$ cat src/rtl/btn_pkg.sv
// Shared definitions for the push-button conditioner.
//   cnt_width()  : counter width for a count that must reach max_val
//                  ($clog2(max_val+1)), clamped to 1..32 bits.
//   DEB_10MS, LONG_500MS, RPT_100MS : timing presets for a 125 MHz sysclk.
package btn_pkg;

    localparam int DEB_10MS   = 1_250_000;
    localparam int LONG_500MS = 62_500_000;
    localparam int RPT_100MS  = 12_500_000;

    function automatic int cnt_width(input int max_val);
        int w;
        w = $clog2(max_val + 1);
        if (w < 1)  w = 1;
        if (w > 32) w = 32;
        return w;
    endfunction

endpackage

$ cat src/rtl/btn_cond_chan.sv
// One button channel: 2-FF synchroniser, counter debounce, press/release
// edge pulses, long-press pulse and auto-repeat pulses while held.
// Ports:
//   clk_i, rst_i   clock and synchronous active-high reset
//   btn_i          raw pin, already polarity-corrected (1 = pressed)
//   level_o        debounced level
//   press_o        1-cycle pulse on debounced rise
//   release_o      1-cycle pulse on debounced fall
//   long_o         1-cycle pulse LONG_CYCLES after the rise
//   rpt_o          1-cycle pulse every REPEAT_CYCLES after long_o while held
module btn_cond_chan
    import btn_pkg::*;
#(
    parameter int DEB_CYCLES    = 1000000,
    parameter int LONG_CYCLES   = 50000000,
    parameter int REPEAT_CYCLES = 10000000
) (
    input  logic clk_i,
    input  logic rst_i,
    input  logic btn_i,
    output logic level_o,
    output logic press_o,
    output logic release_o,
    output logic long_o,
    output logic rpt_o
);

    localparam int DW = cnt_width(DEB_CYCLES);
    localparam int HW = cnt_width(LONG_CYCLES);
    localparam int RW = cnt_width(REPEAT_CYCLES);

    localparam logic [DW-1:0] DEB_LAST  = DW'(DEB_CYCLES - 1);
    localparam logic [HW-1:0] HOLD_MAX  = HW'(LONG_CYCLES);
    localparam logic [HW-1:0] LONG_LAST = HW'(LONG_CYCLES - 1);
    localparam logic [RW-1:0] RPT_LAST  = RW'((REPEAT_CYCLES > 0) ? REPEAT_CYCLES - 1 : 0);

    logic          s1_q, s1_d, s2_q, s2_d;
    logic          lvl_q, lvl_d;
    logic [DW-1:0] dcnt_q, dcnt_d;
    logic [HW-1:0] hcnt_q, hcnt_d;
    logic [RW-1:0] rcnt_q, rcnt_d;
    logic          press_q, press_d, rel_q, rel_d;
    logic          long_q, long_d, rpt_q, rpt_d;
    logic          flip, held;

    always_comb begin
        s1_d   = btn_i;
        s2_d   = s1_q;
        lvl_d  = lvl_q;
        dcnt_d = dcnt_q;
        flip   = 1'b0;

        if (s2_q == lvl_q) begin
            dcnt_d = '0;
        end else if (dcnt_q == DEB_LAST) begin
            flip   = 1'b1;
            lvl_d  = ~lvl_q;
            dcnt_d = '0;
        end else begin
            dcnt_d = dcnt_q + DW'(1);
        end

        press_d = flip & ~lvl_q;
        rel_d   = flip & lvl_q;

        // Level was 1 before this edge and is not falling at it: the only
        // case in which hold/repeat may advance. The rising flip edge and
        // the falling flip edge both leave the counters at zero.
        held   = lvl_q & ~flip;
        hcnt_d = '0;
        rcnt_d = '0;
        long_d = 1'b0;
        rpt_d  = 1'b0;

        if (held) begin
            hcnt_d = (hcnt_q == HOLD_MAX) ? hcnt_q : hcnt_q + HW'(1);
            rcnt_d = rcnt_q;
            if (hcnt_q == LONG_LAST) begin
                long_d = 1'b1;
                rcnt_d = '0;
            end else if (REPEAT_CYCLES > 0 && hcnt_q == HOLD_MAX) begin
                // Saturated hold counter means long_o already fired.
                if (rcnt_q == RPT_LAST) begin
                    rpt_d  = 1'b1;
                    rcnt_d = '0;
                end else begin
                    rcnt_d = rcnt_q + RW'(1);
                end
            end
        end
    end

    always_ff @(posedge clk_i) begin
        if (rst_i) begin
            s1_q    <= 1'b0;
            s2_q    <= 1'b0;
            lvl_q   <= 1'b0;
            dcnt_q  <= '0;
            hcnt_q  <= '0;
            rcnt_q  <= '0;
            press_q <= 1'b0;
            rel_q   <= 1'b0;
            long_q  <= 1'b0;
            rpt_q   <= 1'b0;
        end else begin
            s1_q    <= s1_d;
            s2_q    <= s2_d;
            lvl_q   <= lvl_d;
            dcnt_q  <= dcnt_d;
            hcnt_q  <= hcnt_d;
            rcnt_q  <= rcnt_d;
            press_q <= press_d;
            rel_q   <= rel_d;
            long_q  <= long_d;
            rpt_q   <= rpt_d;
        end
    end

    assign level_o   = lvl_q;
    assign press_o   = press_q;
    assign release_o = rel_q;
    assign long_o    = long_q;
    assign rpt_o     = rpt_q;

endmodule

$ cat src/rtl/btn_cond_array.sv
// N-channel push-button conditioner. Applies the pin polarity, then runs
// one independent btn_cond_chan per channel. All outputs are registered
// and active-high regardless of pin polarity.
// Ports:
//   clk_i, rst_i   clock and synchronous active-high reset
//   btn_i          raw asynchronous button pins [N_CH]
//   level_o        debounced levels
//   press_o / release_o   1-cycle edge pulses
//   long_o / rpt_o        long-press and auto-repeat pulses
module btn_cond_array
    import btn_pkg::*;
#(
    parameter int N_CH          = 4,
    parameter int DEB_CYCLES    = 1000000,
    parameter int LONG_CYCLES   = 50000000,
    parameter int REPEAT_CYCLES = 10000000,
    parameter int ACTIVE_LOW    = 0
) (
    input  logic            clk_i,
    input  logic            rst_i,
    input  logic [N_CH-1:0] btn_i,
    output logic [N_CH-1:0] level_o,
    output logic [N_CH-1:0] press_o,
    output logic [N_CH-1:0] release_o,
    output logic [N_CH-1:0] long_o,
    output logic [N_CH-1:0] rpt_o
);

    logic [N_CH-1:0] btn_pol;

    assign btn_pol = (ACTIVE_LOW != 0) ? ~btn_i : btn_i;

    for (genvar g = 0; g < N_CH; g++) begin : g_chan
        btn_cond_chan #(
            .DEB_CYCLES   (DEB_CYCLES),
            .LONG_CYCLES  (LONG_CYCLES),
            .REPEAT_CYCLES(REPEAT_CYCLES)
        ) u_chan (
            .clk_i    (clk_i),
            .rst_i    (rst_i),
            .btn_i    (btn_pol[g]),
            .level_o  (level_o[g]),
            .press_o  (press_o[g]),
            .release_o(release_o[g]),
            .long_o   (long_o[g]),
            .rpt_o    (rpt_o[g])
        );
    end

endmodule
$ cat config.mk
export PLATFORM = sky130hd
export DESIGN_NAME = btn_cond_array
export DESIGN_NICKNAME = d
export VERILOG_FILES = /design/src/rtl/btn_pkg.sv /design/src/rtl/btn_cond_chan.sv /design/src/rtl/btn_cond_array.sv
export SDC_FILE = /design/constraint.sdc
export NUM_CORES = 1
export LEC_CHECK = 0
export BUFFER_PORTS_ARGS = -buffer_cell sky130_fd_sc_hd__buf_2
export CAP_MARGIN = 20
export CORE_MARGIN = 2
export CORE_UTILIZATION = 35
export CTS_BUF_LIST = sky130_fd_sc_hd__clkbuf_4
export DETAILED_ROUTE_END_ITERATION = 6
export MAX_ROUTING_LAYER = met4
export PLACE_DENSITY = 0.52
export SETUP_SLACK_MARGIN = 0.02
export SLEW_MARGIN = 10
export SYNTH_ARGS = -nofsm -noshare
export SYNTH_HDL_FRONTEND = slang
export SYNTH_SLANG_ARGS = --single-unit
export TNS_END_PERCENT = 30
$ cat constraint.sdc
create_clock -name clk_i -period 2.4 [get_ports clk_i]
set_input_delay 0.12 -clock clk_i [delete_from_list [all_inputs] [get_ports clk_i]]
set_output_delay 0.12 -clock clk_i [all_outputs]
set_load 0.02 [all_outputs]
==> summary.md <==
| Metric | Value |
|---|---|
| Row cnt | `between 70 and 80` |
| Core area | `~41,000 um^2` |
| R2r endpoint | `g_chan[2].u_chan.rcnt_q[16]$_SDFFE_PP0N_` |
| Minimum clock period | `around 2400 ps` |
| WL/cell | `roughly 13 um` |
| First-pass GRT wire length | `roughly 53 mm` |
| Grt ovf | `0` |
| Final Hold Fails | `0` |
| Setup Viol. Count Final | `1` |
| PwrDens | `approximately 600 nW/um^2` |
| Clk buf depth | `3` |
| Initial antenna violation count | `1` |
| Dpl hpwl | `approximately 21 mm` |
| Mapped Cells | `around 1,700` |
| Final Cell Area | `about 17,000 um^2` |
| Worst Tran Pin Value | `between 600 and 700 ps` |
| Peak VDD IR | `252 uV` |
| Static leakage | `~5.1 nW` |
| Syn_area_per_cell | `around 8.5 um^2` |
| H-tree Lvls | `3` |
| Seq/Total Area, Yosys | `0.430` |
| Critical Path Sink Type | `register` |
| Initial DRC count | `slightly above 500` |
| Synth cell types | `just under 60` |
| I/O pin total | `26` |
| Util after Layout | `0.409` |
| Clock slew at reported path FFs | `approximately 60 ps` |
| Initial Utilization | `0.353` |
| Top cells by area in the synthesized netlist | `dfxtp_1 43%, xnor2_1 8.7%, nor2_1 7.3%, xor2_1 6.0%, nand3_1 4.3%` |
| Area leader, netlist | `dfxtp_1` |
| Status | `finished with violations` |
| Hold endpoint | `g_chan[2].u_chan.s2_q$_SDFF_PP0_` |
| # DRC | `0` |
| Worst-path fanout max | `5` |
| Min-delay src | `rst_i` |
| WHS Path Cells | `3` |
| Top cell type's share of synthesized area | `0.430` |
| Post-synth EDFFs | `0` |
| Cells on worst reg2reg path | `6` |
| Highest Clock Rate | `approximately 420 MHz` |
| Largest net degree at the start of global routing | `54` |
| # Max-Cap Violations | `0` |
| Fin crit share | `1.00` |
| Top FF cell, synth | `dfxtp_1` |
| Drt pass-1 iters | `5` |
| HP Class | `in -> reg` |
| Setup WS post-layout | `-5.66 ps` |
| Post-synth design cell area | `14,300 um^2` |
| Synth Register Bits | `308` |
| Clock Skews | `about 66 ps` |
| Clk_lat worst skew | `between 700 and 800 ps` |
| CTS tree | `done` |
| Clk sinks | `308` |
| ANT nets after route | `0` |
| CP startpoint | `g_chan[2].u_chan.hcnt_q[9]$_SDFFE_PP0P_` |
| Slew headroom | `0.543` |
| Fin. max-slew vios | `0` |
| Crit path DAT | `approximately 3100 ps` |
| Vias post-DR | `~12,000` |
| Clk root buf | `clkbuf_4` |
| Share of cells above drive strength 1 | `0.147` |
| Final TNS setup | `-5.66 ps` |
| Die Span X | `slightly above 200 um` |
| WS Path Type | `reg -> reg` |
| Failing checks | `negative setup slack` |
| Total Wirelength | `around 31 mm` |
| Reg-to-reg setup timing slack | `-6 ps` |
| Vias/cell | `5.00` |
| Cell Area, Placed | `about 15,000 um^2` |
| Worst Path Required | `between 3000 and 4000 ps` |
| Reg-to-reg startpoint | `g_chan[2].u_chan.hcnt_q[9]$_SDFFE_PP0P_` |
| Worst slack at placement | `~3.9 ps` |
| RSZ-0062 raised after global routing | `yes` |
| Mapped Nets | `1,703` |
| Hold slack | `227 ps` |
| Vias in the first global route | `~11,000` |
| Die Ht | `~210 um` |
| FFs w/ async S/R, synth | `0` |
| GRT Util Overall | `0.153` |
| Final RePlAce weighted congestion | `0.799` |
| Net count, final | `roughly 1,800` |
| Synth cell count leaders | `308 x dfxtp_1, 278 x nor2_1, 142 x xnor2_1` |
| Synth-to-Final Area Change | `16.0%` |
| Yosys warning count | `0` |
| Buffers on Ports | `25` |
| Startpoint Class | `register` |
| Die area | `between 40,000 and 50,000 um^2` |
| Most frequent cell after synthesis | `dfxtp_1` |
| Total CTS buffers | `87` |
[per-stage QoR]
stage,std cells,total power [mW]
floorplan,1681,5.26
CTS,2382,10.2
global placement,2226,5.28
detailed placement,2226,5.29
global route,2387,10.5
finish,2387,10.0
[sequential cells by signal, indices dropped and copies added, names as in the netlist]
signal                   cells
g_chan.u_chan.release_o      4
g_chan.u_chan.long_o         4
g_chan.u_chan.rcnt_q        96
g_chan.u_chan.press_o        4
g_chan.u_chan.rpt_o          4
g_chan.u_chan.s2_q           4
g_chan.u_chan.level_o        4
g_chan.u_chan.hcnt_q       104
g_chan.u_chan.dcnt_q        80
g_chan.u_chan.s1_q           4
[where the power goes]
part,switching (mW),leakage (nW),total (mW),internal (mW)
combinational,0.0300,1.98,0.0561,0.0261
clock,2.19,0.649,4.82,2.63
sequential,0.00644,2.48,5.13,5.12
total,2.23,5.11,10.0,7.78
[layer usage]
metal,share of wire,track usage,wire length (um)
met1,0.48,0.192,15100
met2,0.45,0.237,14200
met3,0.041,0.0371,1280
met4,0.024,0.0587,748
met5,0,-,0
[cell families (layout without fill, tap and decap cells)]
kind of cell,after synthesis,after routing,share of synthesized area
AOI/OAI and AO/OA,75,75,0.0311
xor gates and xnor gates,240,240,0.147
adders and majority gates,16,16,0.0140
buffers and inverters,120,293,0.0389
DFF,308,308,0.430
muxes,5,5,0.00349
other,0,1,0
and+or+nand+nor,917,917,0.336
[cell usage in the layout (no fill, tap or decap), types with 9 or more instances in the layout]
cell	count
nand4_1	73
nor3_1	75
buf_2	25
a21oi_1	30
nand2_1	92
nor2_1	278
nor4_1	64
clkbuf_4	128
dlygate4sd3_1	9
o21ai_0	20
nor4b_1	17
nand3_1	123
dfxtp_1	306
buf_4	66
nor2b_1	10
and3_1	41
xor2_1	98
ha_1	16
and4_1	27
or3_1	24
xnor2_1	142
clkinv_1	11
or4_1	13
inv_1	37
and2_1	15
[critical path, cell delays in order, from the launching register on]
cell and delay (ps):
dfxtp_2 320, or4_4 530, or4_4 450, buf_6 140, or2_1 230, or4_1 510
a21oi_1 150
[repair_timing]
action	4_1_cts	5_1_grt
hold buffers	9	0
pin swaps	1	5
resized for setup	3	18
endpoints found under the hold margin	39	0
buffers inserted	2	4
setup endpoints to repair	27	71
[final cells by class]
class | instances | area, um^2
inverters | 38 | 143
multi-input cells | 1253 | 7690
clock buffers | 128 | 961
diodes | 1 | 2.50
clock inverters | 17 | 129
flip-flops and latches | 308 | 6170
well taps | 532 | 666
fillers | 4104 | 24000
repair buffers | 110 | 885
[worst max-delay path by stage]
stage | endpoint | cells after the start | slack, ps
4_1_cts | g_chan[2].u_chan.rcnt_q[16]$_SDFFE_PP0N_ | 6 | 20
6_report | g_chan[2].u_chan.rcnt_q[16]$_SDFFE_PP0N_ | 6 | -6
3_5_place_dp | g_chan[2].u_chan.rcnt_q[23]$_SDFFE_PP0N_ | 6 | 4
2_1_floorplan | g_chan[0].u_chan.rcnt_q[0]$_SDFFE_PP0N_ | 7 | 80
3_3_place_gp | g_chan[2].u_chan.rcnt_q[23]$_SDFFE_PP0N_ | 6 | 30
5_1_grt | g_chan[2].u_chan.rcnt_q[16]$_SDFFE_PP0N_ | 6 | -50
Note: power is estimated with default switching activity, not from simulation.
